`config.mk`:
```
export PLATFORM = sky130hd
export DESIGN_NAME = alu
export DESIGN_NICKNAME = d
export VERILOG_FILES = /design/src/rtl/alu_pkg.sv /design/src/rtl/fp_round_pack.sv /design/src/rtl/alu.sv
export SDC_FILE = /design/constraint.sdc
export NUM_CORES = 2
export LEC_CHECK = 0
export ABC_AREA = 1
export BUFFER_PORTS_ARGS = -buffer_cell sky130_fd_sc_hd__buf_2
export CORE_MARGIN = 2
export CORE_UTILIZATION = 60
export CTS_BUF_LIST = sky130_fd_sc_hd__clkbuf_2 sky130_fd_sc_hd__clkbuf_4 sky130_fd_sc_hd__clkbuf_8
export DETAILED_ROUTE_END_ITERATION = 10
export PLACE_DENSITY = 0.77
export SETUP_SLACK_MARGIN = 0.1
export SYNTH_ARGS = -nofsm -noshare
export SYNTH_HDL_FRONTEND = slang
export SYNTH_SLANG_ARGS = --single-unit
```
`constraint.sdc`:
```
create_clock -name clk -period 0.8 [get_ports clk]
set_input_delay 0.16 -clock clk [delete_from_list [all_inputs] [get_ports clk]]
set_output_delay 0.16 -clock clk [all_outputs]
set_load 0.005 [all_outputs]
```
`src/rtl/alu_pkg.sv`:
```
// Shared definitions for the binary32 ALU: opcodes, format constants,
// the unpacked-float view and operand classification helpers.
package alu_pkg;

    localparam logic [2:0]  OP_FADD  = 3'b000;
    localparam logic [2:0]  OP_FSUB  = 3'b001;
    localparam logic [2:0]  OP_FMUL  = 3'b010;

    localparam int          EXP_BIAS = 127;
    localparam logic [31:0] QNAN     = 32'h7FC0_0000;
    localparam logic [31:0] FP_ZERO  = 32'h0000_0000;

    typedef struct packed {
        logic        sign;
        logic [7:0]  exp;
        logic [23:0] mant;
    } ufloat_t;

    // Exponent field of zero covers both true zeros and flushed subnormals.
    function automatic logic is_zero(input logic [31:0] x);
        return x[30:23] == 8'h00;
    endfunction

    function automatic logic is_inf(input logic [31:0] x);
        return (x[30:23] == 8'hFF) && (x[22:0] == 23'd0);
    endfunction

    function automatic logic is_nan(input logic [31:0] x);
        return (x[30:23] == 8'hFF) && (x[22:0] != 23'd0);
    endfunction

    // Hidden bit is always set; callers handle zero/special operands separately.
    function automatic ufloat_t unpack(input logic [31:0] x);
        ufloat_t u;
        u.sign = x[31];
        u.exp  = x[30:23];
        u.mant = {1'b1, x[22:0]};
        return u;
    endfunction

    function automatic logic [4:0] clz27(input logic [26:0] x);
        logic [4:0] n;
        logic       found;
        n     = 5'd27;
        found = 1'b0;
        for (int i = 26; i >= 0; i--) begin
            if (!found && x[i]) begin
                n     = 5'(26 - i);
                found = 1'b1;
            end
        end
        return n;
    endfunction

endpackage

```
`src/rtl/fp_round_pack.sv`:
```
// Round-to-nearest-even on a normalised 24-bit mantissa plus guard/round/
// sticky, then pack to binary32 with overflow to Inf and flush-to-zero.
module fp_round_pack
    import alu_pkg::*;
(
    input  logic              sign,
    input  logic signed [9:0] exponent,
    input  logic [26:0]       mantissa,
    output logic [31:0]       result
);

    logic              round_up;
    logic [24:0]       rounded;
    logic signed [9:0] exp_final;
    logic [22:0]       frac;

    // Round first at full precision, then decide overflow / underflow on the final exponent.
    always_comb begin
        round_up  = mantissa[2] & (mantissa[1] | mantissa[0] | mantissa[3]);
        rounded   = {1'b0, mantissa[26:3]} + {24'd0, round_up};
        exp_final = exponent + $signed({9'd0, rounded[24]});
        frac      = rounded[24] ? rounded[23:1] : rounded[22:0];
        if (exp_final >= 10'sd255)
            result = {sign, 8'hFF, 23'd0};
        else if (exp_final <= 10'sd0)
            result = {sign, FP_ZERO[30:0]};
        else
            result = {sign, exp_final[7:0], frac};
    end

endmodule

```
`src/rtl/alu.sv`:
```
// Binary32 floating-point ALU: FADD / FSUB / FMUL with a single registered
// result. Both datapaths are combinational and share one rounding stage.
module alu
    import alu_pkg::*;
(
    input  logic        clk,
    input  logic        rst_n,
    input  logic [31:0] A,
    input  logic [31:0] B,
    input  logic [2:0]  OPERATIONCODE,
    output logic [31:0] O
);

    ufloat_t           ua, ub, hi, lo;
    logic              a_is_hi, eff_sub;
    logic [7:0]        exp_diff;
    logic [49:0]       lo_ext;
    logic [26:0]       lo_al;
    logic [27:0]       add_sum;
    logic [4:0]        add_lzc;
    logic [26:0]       add_mant;
    logic signed [9:0] add_exp;

    logic [47:0]       mul_prod;
    logic [26:0]       mul_mant;
    logic signed [9:0] mul_exp;
    logic              mul_sign;

    logic              rp_sign;
    logic signed [9:0] rp_exp;
    logic [26:0]       rp_mant;
    logic [31:0]       rp_result;

    logic              nan_a, nan_b, inf_a, inf_b, zero_a, zero_b;
    logic [31:0]       next_o;

    // Add/sub datapath: order by magnitude, align with sticky, add, normalise.
    always_comb begin
        ua      = unpack(A);
        ub      = unpack(B);
        ub.sign = B[31] ^ (OPERATIONCODE == OP_FSUB);
        a_is_hi = A[30:0] >= B[30:0];
        hi      = a_is_hi ? ua : ub;
        lo      = a_is_hi ? ub : ua;
        eff_sub = hi.sign ^ lo.sign;

        exp_diff = hi.exp - lo.exp;
        lo_ext   = {lo.mant, 26'd0} >> exp_diff;
        // Beyond 25 places the small operand only contributes stickiness.
        if (exp_diff > 8'd25)
            lo_al = 27'd1;
        else
            lo_al = {lo_ext[49:24], |lo_ext[23:0]};

        if (eff_sub)
            add_sum = {1'b0, hi.mant, 3'b000} - {1'b0, lo_al};
        else
            add_sum = {1'b0, hi.mant, 3'b000} + {1'b0, lo_al};

        add_lzc = clz27(add_sum[26:0]);
        if (add_sum[27]) begin
            add_mant = {add_sum[27:2], add_sum[1] | add_sum[0]};
            add_exp  = $signed({2'b00, hi.exp}) + 10'sd1;
        end else begin
            add_mant = add_sum[26:0] << add_lzc;
            add_exp  = $signed({2'b00, hi.exp}) - $signed({5'd0, add_lzc});
        end
    end

    // Multiply datapath: full 48-bit product, 1-bit normalise, collapse tail into sticky.
    always_comb begin
        mul_prod = {24'd0, ua.mant} * {24'd0, ub.mant};
        mul_sign = A[31] ^ B[31];
        mul_exp  = $signed({2'b00, ua.exp}) + $signed({2'b00, ub.exp})
                 - 10'(EXP_BIAS) + $signed({9'd0, mul_prod[47]});
        if (mul_prod[47])
            mul_mant = {mul_prod[47:22], |mul_prod[21:0]};
        else
            mul_mant = {mul_prod[46:21], |mul_prod[20:0]};
    end

    // Steer the active datapath into the shared rounder.
    always_comb begin
        if (OPERATIONCODE == OP_FMUL) begin
            rp_sign = mul_sign;
            rp_exp  = mul_exp;
            rp_mant = mul_mant;
        end else begin
            rp_sign = hi.sign;
            rp_exp  = add_exp;
            rp_mant = add_mant;
        end
    end

    fp_round_pack u_round_pack (
        .sign     (rp_sign),
        .exponent (rp_exp),
        .mantissa (rp_mant),
        .result   (rp_result)
    );

    // Special-operand handling overrides the arithmetic result.
    always_comb begin
        nan_a  = is_nan(A);
        nan_b  = is_nan(B);
        inf_a  = is_inf(A);
        inf_b  = is_inf(B);
        zero_a = is_zero(A);
        zero_b = is_zero(B);
        next_o = FP_ZERO;
        case (OPERATIONCODE)
            OP_FADD, OP_FSUB: begin
                if (nan_a || nan_b)
                    next_o = QNAN;
                else if (inf_a && inf_b)
                    next_o = (A[31] == ub.sign) ? {A[31], 8'hFF, 23'd0} : QNAN;
                else if (inf_a)
                    next_o = {A[31], 8'hFF, 23'd0};
                else if (inf_b)
                    next_o = {ub.sign, 8'hFF, 23'd0};
                else if (zero_a && zero_b)
                    next_o = {A[31] & ub.sign, 31'd0};
                else if (zero_a)
                    next_o = {ub.sign, B[30:0]};
                else if (zero_b)
                    next_o = A;
                else if (add_sum == 28'd0)
                    next_o = FP_ZERO;
                else
                    next_o = rp_result;
            end
            OP_FMUL: begin
                if (nan_a || nan_b)
                    next_o = QNAN;
                else if ((inf_a && zero_b) || (inf_b && zero_a))
                    next_o = QNAN;
                else if (inf_a || inf_b)
                    next_o = {mul_sign, 8'hFF, 23'd0};
                else if (zero_a || zero_b)
                    next_o = {mul_sign, 31'd0};
                else
                    next_o = rp_result;
            end
            default: next_o = FP_ZERO;
        endcase
    end

    // Single result register, cleared asynchronously.
    always_ff @(posedge clk or negedge rst_n) begin
        if (!rst_n)
            O <= FP_ZERO;
        else
            O <= next_o;
    end

endmodule

```
==> PnR_summary.wiki <==
{| class="wikitable"
! Metric !! Value
|-
| Pre-CTS setup slack || -11.20 ns
|-
| Buffer levels on the longest clock path || 2
|-
| Placeable core area || between 0.05 and 0.06 mm2
|-
| Number of instances in the placed design || 6186
|-
| Vias in the first global route || between 30000 and 40000
|-
| Result of the run || finished, violations left
|-
| LEAKAGE || ~24 nW
|-
| Maximum clock rate || about 0.085 GHz
|-
| I/O pin count || about 100
|-
| Post-synthesis instance area || about 0.032 mm2
|-
| Total iterations of the first detailed-routing run || 7
|-
| Post-synth top flop || sky130_fd_sc_hd__dfrtp_1
|-
| Worst Path Class, Setup || in2reg
|-
| Distinct cell type count of the synthesized netlist || 84
|-
| Sequential-to-total area share from yosys stat || approximately 2.5%
|-
| Total number of H-tree levels || 2
|-
| Clk slew on worst S/H paths || ~0.070 ns
|-
| Pin count of the biggest net entering global routing || 29
|-
| Worst slew slack as a fraction of its limit || between 40 and 50%
|-
| Data required time of the critical path || approximately 1 ns
|-
| Post-DP Area || around 0.04 mm2
|-
| Max-Cap Viols || 0
|-
| Share of total power consumed by net switching || 52.73%
|-
| Sequential share of power || ~1.3%
|-
| Cell type group with the largest total delay on the critical path || simple AND/OR/NAND/NOR gates
|-
| Gate count of the mapped netlist || about 4700
|-
| Ranking of synthesized cells by instance count || 1130 x sky130_fd_sc_hd__nand2_1, 1050 x sky130_fd_sc_hd__inv_1, 485 x sky130_fd_sc_hd__fa_1
|-
| Top cell by count, worst path || sky130_fd_sc_hd__nand2_2
|-
| Clock buffer count from CTS || 5
|-
| Detail Placement HPWL || just over 100000 um
|-
| Worst Hold Class || in2async
|-
| Largest register FFs || 32
|-
| Top flop regs || O (32)
|-
| Ys async rst share || between 90% and 100%
|-
| Most instantiated library cell after synthesis || sky130_fd_sc_hd__nand2_1
|-
| Sw Pwr || 0.09234 W
|-
| Sum of routed wire length over all layers || 130800 um
|-
| Setup repair after global routing missed its margin || yes
|-
| Tightest Pin Transition || between 0.8 and 0.9 ns
|-
| Wire length of the first global-routing pass || roughly 200000 um
|-
| Worst-path cell with the longest stage delay || sky130_fd_sc_hd__or4_4
|-
| Die area || 0.05554 mm2
|-
| Clock Tree Root || sky130_fd_sc_hd__clkbuf_8
|-
| Growth of design area from synthesis to finish || 30.67%
|-
| Number of warnings reported in the yosys synthesis log || 0
|-
| Clock network fraction of total power || less than 1%
|-
| Clock tree from TritonCTS || done
|-
| Leading post-synthesis cells by cell area || sky130_fd_sc_hd__fa_1 30%, sky130_fd_sc_hd__nand2_1 13%, sky130_fd_sc_hd__inv_1 12%
|-
| Nature of the critical path startpoint || input pin
|-
| Final net count || ~6500
|-
| Slowest Stage Delay on Critical Path || between 0.4 and 0.5 ns
|-
| Arrival time worst endpoint || approximately 12 ns
|-
| DR vias/cell || about 5.8
|-
| Element type at the critical path end || register
|-
| Largest register by flop count || O
|-
| Met3 routing resource usage after global routing || between 10% and 20%
|-
| Starting density of the core || 61.04%
|-
| TritonCTS Sinks || 32
|-
| Total of fill cells in the finished design || approximately 3700
|-
| Antenna violations before repair || 4
|-
| Worst-path maximum fanout || 8
|-
| Peak VDD IR || roughly 4.7 mV
|-
| Area fraction of the dominant cell type after synthesis || a little under a third
|-
| Overall die width || between 200 and 250 um
|-
| Non-filler cells, final || ~6300
|-
| Placer's final routability congestion estimate || roughly 1.1
|-
| Combinational group share of total power || 98.0%
|-
| Worst hold-check slack || 0.2995 ns
|-
| Count of endpoints failing setup in the final report || 64
|-
| Global routing usage on met1 || between 50 and 60%
|-
| Via count || about 36000
|-
| Max Transition Viols Final || 0
|-
| Net count of the mapped netlist || ~5500
|-
| Share of layout cells above drive strength 1 || between 20% and 30%
|-
| Internal power contribution || 0.08278 W
|-
| Global route hottest layer || met2
|-
| Die height || ~240 um
|-
| Crit path from || B[20]
|-
| Met2 usage in global routing || roughly three quarters
|-
| PortBufs || 100
|-
| Violated checks || negative setup slack
|-
| Average instance area after synthesis || around 6.9 um2
|-
| Worst path setup slack after routing || -10.93 ns
|-
| Number of buffers and inverters on the critical path || 21
|-
| Count of routing violations after the opening detailed-route iteration || 3523
|-
| Fin. Hold Viols || 0
|-
| Final cycle utilization of the critical path || 1466%
|-
| Post-synth EDFFs || 0
|-
| Final Core Density || approximately four fifths
|-
| Post-synthesis register bit count || 32
|-
| Leading area contributor after synthesis || sky130_fd_sc_hd__fa_1
|-
| Total congestion overflow || 0
|-
| Pwr/cell area || approximately 4200 mW/mm2
|-
| GRT Total Usage || ~47%
|-
| Final routed wire length divided by cell count || between 20 and 25 um
|-
| DRC violation count after routing || 0
|-
| Post-route design area || 0.04208 mm2
|-
| Count of nets left with antenna violations after detail routing || 0
|-
| Std-Cell Rows || 84
|-
| Final critical-path required period || 11.73 ns
|}
## worst paths after layout
kind | end | slack, ns | cells after the start
worst max-delay path | O[1]$_DFF_PN0_ | -10.93 | 99
worst min-delay path | O[30]$_DFF_PN0_ | 0.30 | 2
max in group asynchronous | O[9]$_DFF_PN0_ | 0.17 | 3
min in group clk | O[22]$_DFF_PN0_ | 0.33 | 5
## metal layers
layer,part of all wire [%],vias to the layer above
met5,0.037,-
met4,8.2,6
met3,11,683
met2,45,2350
met1,36,16970
li1,-,16240
## logic make-up after synthesis
group	Yosys count	share of synthesized area, %
xor gates and xnor gates	100	2.871
and+or+nand+nor	1930	26.59
adders and majority gates	785	41.80
AOI/OAI and AO/OA	535	9.713
muxes	1	0.03108
DFF	32	2.487
buffers and inverters	1303	16.50
## cell usage in the layout (no fill, tap or decap), types with 7 or more instances in the layout
cell and n:
sky130_fd_sc_hd__o221ai_1 9, sky130_fd_sc_hd__a21oi_4 7, sky130_fd_sc_hd__ha_4 32, sky130_fd_sc_hd__o21ai_2 16, sky130_fd_sc_hd__nand3_1 321, sky130_fd_sc_hd__nor2_2 25, sky130_fd_sc_hd__a21oi_2 23, sky130_fd_sc_hd__fa_1 484
sky130_fd_sc_hd__nand2_1 1087, sky130_fd_sc_hd__o22ai_1 11, sky130_fd_sc_hd__buf_6 20, sky130_fd_sc_hd__inv_4 7, sky130_fd_sc_hd__xnor2_1 21, sky130_fd_sc_hd__buf_4 1006, sky130_fd_sc_hd__nor2_1 169, sky130_fd_sc_hd__nand2_2 72
sky130_fd_sc_hd__a21o_1 11, sky130_fd_sc_hd__o21bai_1 8, sky130_fd_sc_hd__buf_2 88, sky130_fd_sc_hd__xor2_1 70, sky130_fd_sc_hd__o211ai_1 11, sky130_fd_sc_hd__or2_2 9, sky130_fd_sc_hd__nand3_2 56, sky130_fd_sc_hd__nor3_1 15
sky130_fd_sc_hd__nor2_4 15, sky130_fd_sc_hd__a22oi_1 11, sky130_fd_sc_hd__inv_1 1025, sky130_fd_sc_hd__a31oi_1 20, sky130_fd_sc_hd__nor3_2 7, sky130_fd_sc_hd__a21oi_1 183, sky130_fd_sc_hd__inv_2 31, sky130_fd_sc_hd__o21ai_0 146
sky130_fd_sc_hd__ha_1 265, sky130_fd_sc_hd__buf_12 21, sky130_fd_sc_hd__nand4_1 84, sky130_fd_sc_hd__nor4_1 12, sky130_fd_sc_hd__o21ai_1 25, sky130_fd_sc_hd__nand2_4 17, sky130_fd_sc_hd__dfrtp_1 32
## stage by stage
| stage | power, W | TNS (ns) |
|---|---|---|
| 2_1_floorplan | 0.09510 | -321.02 |
| 3_3_place_gp | 0.1610 | -342.50 |
| 3_5_place_dp | 0.1660 | -351.52 |
| 4_1_cts | 0.1708 | -331.25 |
| 5_1_grt | 0.1845 | -375.26 |
| 6_report | 0.1751 | -349.21 |
## power by group through the flow
stage	combinational, W	sequential (W)	clock (W)
floorplan	0.0928	0.00230	0
global placement	0.159	0.00228	0
detailed placement	0.164	0.00227	0
CTS	0.167	0.00225	0.00130
global route	0.181	0.00228	0.00135
finish	0.172	0.00225	0.00128
## layout make-up
type / count / area [um2] / area share [%]
antenna: 1 / 2.502 / 0.005947
inverter: 1076 / 4094 / 9.729
tap: 688 / 860.8 / 2.046
timing repair buffer: 1143 / 8783 / 20.87
sequential: 32 / 800.8 / 1.903
clock inverter: 3 / 18.77 / 0.04460
timing repair inverter: 1 / 16.27 / 0.03865
multi-input combinational: 3353 / 27440 / 65.20
clock buffer: 5 / 68.82 / 0.1635
## timing repair
item	4_1_cts	5_1_grt
pin swaps	59	59
gates cloned	6	0
hold buffers	1	0
hold endpoints to repair	14	0
resized for setup	205	90
setup buffers	80	20
setup endpoints to repair	64	88
(Power assumes the default switching activity.)
